**config.mk**
```make
export PLATFORM = sky130hd
export DESIGN_NAME = load_store_unit
export DESIGN_NICKNAME = d
export VERILOG_FILES = /design/src/rtl/load_store_unit_pkg.sv /design/src/rtl/load_store_unit.sv
export SDC_FILE = /design/constraint.sdc
export NUM_CORES = 1
export LEC_CHECK = 0
export CORE_MARGIN = 8
export CORE_UTILIZATION = 35
export DETAILED_ROUTE_END_ITERATION = 8
export GPL_ROUTABILITY_DRIVEN = 0
export GPL_TIMING_DRIVEN = 0
export PLACE_DENSITY = 0.71
export SYNTH_ARGS = -nofsm -noshare
export SYNTH_HDL_FRONTEND = slang
export SYNTH_SLANG_ARGS = --single-unit
```
**constraint.sdc**
```tcl
create_clock -name Clock -period 3 [get_ports Clock]
set_input_delay 0.6 -clock Clock [delete_from_list [all_inputs] [get_ports Clock]]
set_output_delay 0.6 -clock Clock [all_outputs]
set_load 0.005 [all_outputs]
```
**src/rtl/load_store_unit_pkg.sv**
```systemverilog
// Shared CPU package: data-memory sizing and load/store unit state encoding.
package load_store_unit_pkg;

  localparam int LSU_ADDR_W = 10;
  localparam int LSU_DATA_W = 20;
  localparam int MEM_WORDS  = 1 << LSU_ADDR_W;

  localparam logic [1:0] ST_IDLE  = 2'd0;
  localparam logic [1:0] ST_LOAD  = 2'd1;
  localparam logic [1:0] ST_STORE = 2'd2;
  localparam logic [1:0] ST_DONE  = 2'd3;

endpackage

```
**src/rtl/load_store_unit.sv**
```systemverilog
// Load/store unit: one request per two cycles against a single-port data memory
// whose write strobe is the active-low MemLoud line.
module load_store_unit
  import load_store_unit_pkg::*;
#(
  parameter int ADDR_W = LSU_ADDR_W,
  parameter int DATA_W = LSU_DATA_W
) (
  input  logic              Clock,
  input  logic              Clear,
  input  logic              Req,
  input  logic              IsStore,
  input  logic [ADDR_W-1:0] Base,
  input  logic [ADDR_W-1:0] Offset,
  input  logic [DATA_W-1:0] StoreData,
  output logic              Ready,
  output logic              Done,
  output logic [DATA_W-1:0] LoadData,
  output logic [ADDR_W-1:0] MemAddress,
  output logic              MemLoud,
  output logic [DATA_W-1:0] MemDataIn,
  input  logic [DATA_W-1:0] MemDataOut
);

  logic [1:0]        state_q, state_d;
  logic [ADDR_W-1:0] addr_q, addr_d;
  logic [DATA_W-1:0] data_q, data_d;
  logic [DATA_W-1:0] load_data_q, load_data_d;
  logic              mem_loud_q, mem_loud_d;
  logic              accept;

  assign Ready  = (state_q == ST_IDLE) || (state_q == ST_DONE);
  assign accept = Req && Ready;

  always_comb begin
    state_d     = state_q;
    addr_d      = addr_q;
    data_d      = data_q;
    load_data_d = load_data_q;
    // The write strobe is registered so it can never glitch low.
    mem_loud_d  = 1'b1;
    case (state_q)
      ST_LOAD: begin
        load_data_d = MemDataOut;
        state_d     = ST_DONE;
      end
      ST_STORE: state_d = ST_DONE;
      default: begin
        if (accept) begin
          addr_d     = Base + Offset;
          data_d     = StoreData;
          state_d    = IsStore ? ST_STORE : ST_LOAD;
          mem_loud_d = !IsStore;
        end else begin
          state_d = ST_IDLE;
        end
      end
    endcase
  end

  always_ff @(posedge Clock or posedge Clear) begin
    if (Clear) begin
      state_q     <= ST_IDLE;
      addr_q      <= '0;
      data_q      <= '0;
      load_data_q <= '0;
      mem_loud_q  <= 1'b1;
    end else begin
      state_q     <= state_d;
      addr_q      <= addr_d;
      data_q      <= data_d;
      load_data_q <= load_data_d;
      mem_loud_q  <= mem_loud_d;
    end
  end

  assign Done       = (state_q == ST_DONE);
  assign LoadData   = load_data_q;
  assign MemAddress = addr_q;
  assign MemDataIn  = data_q;
  assign MemLoud    = mem_loud_q;

endmodule

```
==> results of run 1 <==
[per-layer routing]
| metal | GRT usage, % | up-vias | share of wire [%] |
|---|---|---|---|
| li1 | - | 870 | - |
| met2 | 21.2 | 61 | 51 |
| met5 | 0 | - | 0 |
| met1 | 14.1 | 832 | 42 |
| met3 | 2.92 | 4 | 5.8 |
| met4 | 4.68 | 0 | 1.2 |
[tightest hold or removal path, delay by kind of cell (launching register included)]
kind / cells / cell delay (ns)
AOI/OAI and AO/OA: 1 / 0.06
DFF: 1 / 0.35
and+or+nand+nor: 1 / 0.05
[logic make-up (layout without fill, tap and decap cells)]
group / after synthesis / count (layout)
buffers and inverters: 12 / 137
adders and majority gates: 12 / 12
and+or+nand+nor: 26 / 26
xor gates and xnor gates: 6 / 6
DFF: 53 / 53
muxes: 43 / 43
AOI/OAI and AO/OA: 26 / 26
[sequential cells by signal (all words and copies together) (netlist names)]
register	cells
MemAddress	10
MemDataIn	20
MemLoud	1
state_q	2
LoadData	20
[final timing paths]
path	start	end	slack, ns	depth (start not counted)
max	Base[0]	MemAddress[8]	0.69	9
min	MemAddress[2]	MemAddress[2]	0.49	2
max reg2reg	state_q[0]	MemDataIn[5]	1.00	5
min reg2reg	MemAddress[2]	MemAddress[2]	0.49	2
max in group asynchronous	Clear	MemLoud	1.72	3
min in group asynchronous	Clear	MemDataIn[10]	0.67	2
[power by group]
| part | total (mW) | switching (mW) | internal [mW] |
|---|---|---|---|
| clock | 0.430 | 0.221 | 0.209 |
| sequential | 1.25 | 0.166 | 1.08 |
| combinational | 1.66 | 0.578 | 1.08 |
[metrics by stage]
stage               instances  util (%)  total power, mW  setup WS, ns
floorplan                 178         -             1.96          1.02
global placement          374      54.2             2.92         0.110
CTS                       383      56.0             3.41         0.699
detailed placement        375      54.5             2.98         0.390
finish                    383      56.0             3.34         0.694
global route              383      56.0             3.59         0.556
[cell usage in the layout, fill, tap and decap left out, types with 3 or more instances in the layout]
cell,instances
xnor2_1,4
clkdlybuf4s50_1,116
dfrtp_1,52
mux2_1,17
a21oi_1,7
inv_1,5
ha_1,11
nand2_1,16
mux2_2,24
nor2_1,3
clkbuf_1,4
clkbuf_8,7
o21ai_0,7
o21ai_1,3
[layout make-up]
cell class / count / area share [%]
tap: 80 / 2.69
buffer: 6 / 0.672
clock inverter: 1 / 0.134
clock buffer: 7 / 2.59
timing repair buffer: 117 / 31.7
multi-input combinational: 113 / 25.9
inverter: 6 / 0.605
sequential: 53 / 35.7
==> run_results.csv, run 1 <==
group,metric,value,unit
setup_path,cp_max_fo,2,
logic_synthesis,synthDistinctLibCells,31,
setup_path,crit_chain,"clkdlybuf4s50_1 -> ha_1 -> inv_1 -> fa_1 -> nor2b_1 -> o31ai_1 -> a21oi_1 -> mux2i_1 -> o311ai_1",
cts,htree_levels,2,
floorplan,ios,117,
setup_path,crit_type,"input pin to register",
grt,antenna_found_initial,0,
cells_and_area,finalInstanceArea,0.00372,mm^2
logic_synthesis,synthMuxAreaShare,20.6,%
logic_synthesis,netlist.area_leader.share,55.6,%
cts,ctsResizeCount,0,
timing,relSlewSlack,64.1,%
timing,max_freq,0.434,GHz
placed_design,portBuffers,116,
drt,first_pass_iters,4,
timing,tightestPinTransition,0.538,ns
logic_synthesis,synth_area_leaders,"dfrtp_1 (56%), mux2_2 (12%), mux2_1 (8.2%), ha_1 (5.9%), nand2_1 (2.6%)",
setup_path,arrival,2.48,ns
grt,grt_usage,12.2,%
cts,hold_buffers,0,
setup_path,cp-start-kind,"input pin",
setup_path,required,3.17,ns
logic_synthesis,synth.most_common_cell,"dfrtp_1",
floorplan,coreArea,0.00664,mm^2
floorplan,die_w,97.8,um
logic_synthesis,syn_avg_cell_area,13.1,um^2
floorplan,rows,30,
floorplan,initial_core_util,35.2,%
floorplan,die-area,0.00956,mm^2
cells_and_area,final_layout_size_suffix_gt1_share,12.5,%
worst_hold_path,hp-class,"register to register",
timing,hold_slack,0.490,ns
grt,grt_pass1_wl,9530,um
logic_synthesis,synthFlopType,"dfrtp_1",
logic_synthesis,synth-seq-area-share,56.7,%
drt,num_vias,1767,
placed_design,hpwlAfterDp,4730,um
drt,drc,0,
power,power_density,898,mW/mm^2
grt,grt_max_degree,31,
power,cellLeakagePower,1.58,nW
timing,slew_violations,0,
drt,drt_iter0_drc,27,
grt,grt_overflow_total,0,
logic_synthesis,synth_fa_ha_area_share,6.74,%
logic_synthesis,syn_area,0.00234,mm^2
timing,clock_skew,0.00265,ns
drt,avgViaCountPerCell,4.61,
timing,period_minus_slack,2.31,ns
drt,drt_wl_total,5740,um
timing,rsz0062_at_grt,"no",
setup_path,path_buf_inv,2,
timing,setup_viol,0,
setup_path,max_stage_delay,0.46,ns
drt,avgRoutedWirePerCell,15.0,um
cts,cts.sinks,53,
cells_and_area,antennaDiodeCount,0,
cells_and_area,nFillCells,583,
logic_synthesis,synth_fp_nets,254,
timing,min_period_over_period,76.9,%
setup_path,crit_path_end_kind,"register",
cells_and_area,multi_input_area,965,um^2
logic_synthesis,ys_ff_latch,53,
cts,cts_tree,"done",
logic_synthesis,synth_top_family_by_area,"multiplexers",
cts,clk-insertion-delay-late,0.29,ns
drt,antenna_left,0,
cts,cts.path.max_buffers,2,
run_status,status,"finished clean",
timing,hold_viol_final,0,
setup_path,cpMaxStageDelayCell,"clkdlybuf4s50_1",
floorplan,fp.dieH,97.8,um
cts,numCtsBuffers,5,
power,ir_worst_vdd,0.262,mV
logic_synthesis,synth-compound-area-share,6.74,%
logic_synthesis,synth_xor_area_share,2.25,%
placed_design,placed_area,0.00362,mm^2
cells_and_area,nNetsFinal,378,
grt,grt_pass1_vias,1955,
run,cap_violations,0,
logic_synthesis,synth-async-reset-ratio,100,%
setup_path,critPathTopFamily,"adder cells",
logic_synthesis,synth_edf_count,0,
logic_synthesis,syn_inst,178,
cts,cts_setup_buffers,0,
logic_synthesis,yosysTopAreaCell,"dfrtp_1",
cts,path_clk_slew,0.09,ns
logic_synthesis,synth-simple-area-share,4.92,%
timing,fin_setup_tns,0,ns
logic_synthesis,ys.warnings.count,0,
cts,root_buffer,"clkbuf_8",
logic_synthesis,synth_top_cells_by_count,"dfrtp_1 (52), mux2_2 (24), mux2_1 (17)",
cells_and_area,area_delta_synth_final,59.1,%
cells_and_area,regArea,0.00133,mm^2
(Power assumes the default switching activity.)
==> run 2: changes to the inputs <==
--- a/config.mk
+++ b/config.mk
@@ -10,7 +10,7 @@
 export DETAILED_ROUTE_END_ITERATION = 8
 export GPL_ROUTABILITY_DRIVEN = 0
 export GPL_TIMING_DRIVEN = 0
-export PLACE_DENSITY = 0.71
+export PLACE_DENSITY = 0.74
 export SYNTH_ARGS = -nofsm -noshare
 export SYNTH_HDL_FRONTEND = slang
 export SYNTH_SLANG_ARGS = --single-unit
==> constraint.sdc (replaced) <==
create_clock -name Clock -period 2.1 [get_ports Clock]
set_input_delay 0.42 -clock Clock [delete_from_list [all_inputs] [get_ports Clock]]
set_output_delay 0.42 -clock Clock [all_outputs]
set_load 0.005 [all_outputs]
==> run 2 against run 1 <==
  * Count of clock-buffer cells in the layout unchanged
  * Largest power group unchanged
  * Cell count unchanged
  * Sequential share of layout area shrank 0.32 points
  * Critical path depth fell by 2
  * Register-to-register slack got worse by 0.80 ns
==> run_results.csv, run 2 (synthesis gave the netlist of run 1 again) <==
group,metric,value,unit
floorplan,fp.dieH,97.8,um
setup_path,reg2regPathDepth,4,
worst_hold_path,hp-start,"MemAddress[2]",
placed_design,portBuffers,116,
drt,avgRoutedWirePerCell,15.3,um
drt,avgViaCountPerCell,4.69,
timing,layout_setup_ws,0.121,ns
grt,grt_pass1_wl,9870,um
worst_hold_path,hp-class,"register to register",
placed_design,dp.cells,375,
timing,max_freq,0.505,GHz
timing,rsz0062_at_grt,"no",
floorplan,die-area,0.00956,mm^2
setup_path,arrival,2.20,ns
timing,min_period_over_period,94.2,%
timing,setup_viol,0,
setup_path,cp_max_fo,5,
setup_path,r2r_start,"state_q[0]",
setup_path,required,2.32,ns
floorplan,die_w,97.8,um
setup_path,cpMaxStageDelayCell,"clkdlybuf4s50_1",
cells_and_area,antennaDiodeCount,0,
cells_and_area,final_layout_size_suffix_gt1_share,14.5,%
timing,slew_violations,0,
drt,drt_iter0_drc,29,
timing,tightestPinTransition,0.590,ns
timing,fin_setup_tns,0,ns
cts,hold_buffers,0,
cts,htree_levels,2,
timing,period_minus_slack,1.98,ns
drt,num_vias,1796,
cts,cts.path.max_buffers,2,
setup_path,max_stage_delay,0.40,ns
cells_and_area,area_delta_synth_final,60.5,%
setup_path,crit_type,"input pin to register",
run,cap_violations,0,
run_status,status,"finished clean",
cells_and_area,layout_commonest_cell,"clkdlybuf4s50_1",
cells_and_area,nFillCells,578,
setup_path,r2r_setup_slack,0.20,ns
drt,antenna_left,0,
setup_path,crit_path_end_kind,"register",
power,power_density,1270,mW/mm^2
floorplan,ios,117,
grt,grt_usage,12.6,%
cts,cts_tree,"done",
worst_hold_path,hold_end,"MemAddress[2]",
setup_path,crit_chain,"clkdlybuf4s50_1 -> ha_1 -> a21o_1 -> a21oi_2 -> a211oi_1 -> or3_1 -> a31oi_1",
grt,grt_pass1_vias,2001,
floorplan,initial_core_util,35.2,%
timing,relSlewSlack,60.6,%
drt,first_pass_iters,4,
cts,path_clk_slew,0.09,ns
timing,hold_viol_final,0,
cells_and_area,fin_cells,383,
cts,root_buffer,"clkbuf_8",
setup_path,cp-start-kind,"input pin",
floorplan,coreArea,0.00664,mm^2
grt,antenna_found_initial,0,
power,ir_worst_vdd,0.353,mV
grt,grt_overflow_total,0,
cts,numCtsBuffers,5,
timing,clock_skew,0.00576,ns
placed_design,hpwlAfterDp,4780,um
grt,grt_max_degree,28,
cells_and_area,nNetsFinal,378,
drt,drc,0,
drt,drt_wl_total,5850,um
cts,cts.sinks,53,
worst_hold_path,hold_depth,2,
floorplan,rows,30,
power,cellLeakagePower,1.59,nW
cts,clk-insertion-delay-late,0.30,ns
placed_design,pre_cts_slack,-0.390,ns
setup_path,r2r_end,"MemDataIn[13]",
cells_and_area,final_cell_mix,"clkdlybuf4s50_1 (114), dfrtp_1 (52), mux2_2 (24)",
run 2: changes by cell type in the layout (fill, tap and decap cells not counted), sizes merged:
cell / delta
clkinv: -1
clkdlybuf4s50: -2
clkinvlp: +1
dlymetal6s2s: +2
buf: +1
clkbuf: -1
run 2: power by group:
part,switching [mW],total (mW),leakage (nW),internal [mW]
clock network,0.315,0.552,0.0385,0.237
logic,0.838,2.41,0.929,1.57
registers,0.251,1.80,0.624,1.55
total,1.40,4.76,1.59,3.36
run 2: timing repair:
item | in CTS | in global routing
gates resized for setup | 1 | 10
pin swaps | 1 | 4
setup buffers | 0 | 1
endpoints found under the setup margin | 3 | 2
run 2: worst max path at each step:
stage,endpoint,startpoint,cells past startpoint,slack [ns]
after CTS,MemAddress[8],Base[0],9,0.008
after global placement,MemDataIn[6],Clear,2,-0.60
final,MemAddress[9],Base[3],7,0.12
after floorplan,MemAddress[8],Base[0],8,0.30
after global routing,MemAddress[9],Base[3],7,0.008
after detailed placement,MemAddress[8],Base[0],9,-0.39
run 2: through the flow:
step           hold slack, ns  utilization (%)  area [um^2]  total power, mW
3_5_place_dp            0.474             54.5         3620             4.26
2_1_floorplan           0.473                -         2340             2.80
5_1_grt                 0.519             56.5         3760             5.15
4_1_cts                 0.496             55.7         3700             4.82
6_report                0.490             56.5         3760             4.76
3_3_place_gp            0.467             54.2         3600             4.17
run 2: routing by layer:
layer	up-vias	global-route usage (%)	wire length, um
met5	-	0	0
li1	871	-	-
met1	849	14.2	2460
met2	68	22.1	2970
met4	0	4.44	89
met3	8	3.41	329
run 2: cell type report:
type	instances	area [um^2]	share of cell area, %
inverter	6	22.5	0.600
clock buffer	7	76.3	2.03
tap	80	100	2.66
buffer	5	21.3	0.566
sequential	53	1330	35.3
multi-input combinational	113	1010	26.8
timing repair buffer	118	1190	31.8
clock inverter	1	7.51	0.200
run 2: critical path, delay by kind of cell:
family	cells	cell delay (ns)
buffers and inverters	1	0.40
adder cells (fa/ha/maj)	1	0.37
AND/OR/NAND/NOR	1	0.35
AO/OA/AOI/OAI	4	0.65
==> run 3: changes to the inputs <==
--- a/config.mk
+++ b/config.mk
@@ -6,11 +6,13 @@
 export NUM_CORES = 1
 export LEC_CHECK = 0
 export CORE_MARGIN = 8
-export CORE_UTILIZATION = 35
+export CORE_UTILIZATION = 34
 export DETAILED_ROUTE_END_ITERATION = 8
 export GPL_ROUTABILITY_DRIVEN = 0
 export GPL_TIMING_DRIVEN = 0
-export PLACE_DENSITY = 0.74
+export PLACE_DENSITY = 0.72
+export SLEW_MARGIN = 30
 export SYNTH_ARGS = -nofsm -noshare
 export SYNTH_HDL_FRONTEND = slang
 export SYNTH_SLANG_ARGS = --single-unit
+export TNS_END_PERCENT = 100
==> run 3 against run 2 <==
  * Sequential cell count stayed put
  * Largest power group unchanged
  * Die area is 2.5% higher
  * Sequential share of layout area hardly changed
  * Largest cell class unchanged
  * Clock power is 27% higher
  * Clock skew is 0.0013 ns lower
  * Combinational power is 2% lower
  * Maximum frequency is 3.8% lower
  * Sequential power hardly changed
  * Count of clock-buffer cells in the layout stayed put
  * Utilization is 0.61 points lower
  * Register-to-register slack worse by 0.03 ns
==> run_results.csv, run 3 (synthesis gave the netlist of run 1 again) <==
group,metric,value,unit
timing,slew_violations,0,
drt,first_pass_iters,4,
cells_and_area,final_layout_size_suffix_gt1_share,13.9,%
placed_design,dp.cells,375,
drt,avgRoutedWirePerCell,15.0,um
timing,relSlewSlack,64.7,%
timing,clock_skew,0.00442,ns
drt,avgViaCountPerCell,4.69,
cts,root_buffer,"clkbuf_8",
drt,dr_wl_met2,2900,um
cts,numCtsBuffers,5,
floorplan,coreArea,0.00672,mm^2
placed_design,portBuffers,116,
power,power,4.87,mW
cells_and_area,area_delta_synth_final,60.6,%
cts,clk-insertion-delay-late,0.30,ns
timing,period_minus_slack,2.06,ns
cells_and_area,finalInstanceArea,0.00376,mm^2
timing,hold_slack,0.424,ns
setup_path,crit_path_end_kind,"register",
timing,rsz0062_at_grt,"yes",
cells_and_area,antennaDiodeCount,0,
cells_and_area,nFillCells,564,
setup_path,crit_type,"input pin to register",
drt,routed.top_layer,"met4",
grt,grt_usage,12.1,%
placed_design,hpwlAfterDp,4650,um
cts,cts.path.max_buffers,2,
grt,antenna_found_initial,0,
cells_and_area,fin_cells,382,
setup_path,cp_max_fo,2,
run_status,status,"finished clean",
grt,grt_max_degree,31,
drt,m1WireLength,2360,um
floorplan,die_w,99.0,um
cells_and_area,final_util,55.9,%
cts,cts_tree,"done",
cells_and_area,layout_commonest_cell,"clkdlybuf4s50_1",
drt,drt_wl_total,5750,um
setup_path,required,2.27,ns
floorplan,ios,117,
drt,met3WireLength,411,um
setup_path,cp-start-kind,"input pin",
setup_path,arrival,2.23,ns
drt,antenna_left,0,
timing,max_freq,0.486,GHz
grt,grt_overflow_total,0,
cells_and_area,final_cell_mix,"clkdlybuf4s50_1 (116), dfrtp_1 (52), mux2_2 (24)",
drt,drt_iter0_drc,48,
timing,min_period_over_period,97.9,%
drt,drc,0,
power,cellLeakagePower,1.59,nW
timing,tightestPinTransition,0.529,ns
grt,grt_pass1_vias,1974,
cts,cts_setup_buffers,0,
floorplan,die-area,0.00979,mm^2
cts,cts.sinks,53,
timing,fin_setup_tns,0,ns
power,power_density,1300,mW/mm^2
grt,grt_pass1_wl,9600,um
placed_design,pre_cts_slack,-0.390,ns
cts,htree_levels,2,
floorplan,fp.dieH,99.0,um
floorplan,initial_core_util,34.8,%
timing,layout_setup_ws,0.0439,ns
drt,num_vias,1791,
power,ir_worst_vdd,0.449,mV
worst_hold_path,hp-class,"input pin to async pin",
timing,setup_viol,0,
timing,hold_viol_final,0,
floorplan,rows,30,
placed_design,placed_area,0.00362,mm^2
cells_and_area,nNetsFinal,377,
run,cap_violations,0,
cts,path_clk_slew,0.09,ns
run 3: area by class of cell:
type                       count  area, um^2  area share (%)
buffer                         5        21.3           0.566
clock buffer                   7        86.3            2.30
clock inverter                 1        30.0           0.799
inverter                       6        25.0           0.666
multi-input combinational    113         986            26.2
sequential                    53        1330            35.3
tap                           80         100            2.66
timing repair buffer         117        1180            31.4
run 3: report_power, final:
part	internal, mW	total (mW)	switching, mW
Combinational	1.55	2.37	0.825
Clock	0.389	0.701	0.313
Sequential	1.55	1.79	0.243
run 3: critical path, cell delays in order:
cell and delay [ns]:
clkdlybuf4s50_1 0.46, ha_2 0.18, inv_1 0.06, fa_2 0.39
nor2b_4 0.13, o31ai_2 0.08, a21oi_2 0.18, mux2i_1 0.21
o311ai_1 0.11
run 3: path summary, 6_finish.rpt:
kind | startpoint | end | slack, ns | depth (start not counted)
worst max-delay path | Offset[0] | MemAddress[8] | 0.04 | 9
worst min-delay path | Clear | MemDataIn[17] | 0.42 | 2
worst max register to register | state_q[0] | MemDataIn[19] | 0.17 | 4
worst min register to register | MemAddress[2] | MemAddress[2] | 0.48 | 2
max in group asynchronous | Clear | MemLoud | 1.15 | 3
min in group Clock | MemAddress[2] | MemAddress[2] | 0.48 | 2
run 3: layer usage:
layer / GRT usage, % / vias to the layer above
met3: 3.45 / 6
met5: 0 / -
li1: - / 869
met1: 14.2 / 850
met4: 3.90 / 0
met2: 20.9 / 66
run 3: what timing repair did:
item | in CTS | in global routing
endpoints found under the setup margin | 1 | 18
resized for setup | 1 | 5
cloned | 0 | 0
pin swaps | 1 | 4
hold buffers | 0 | 0
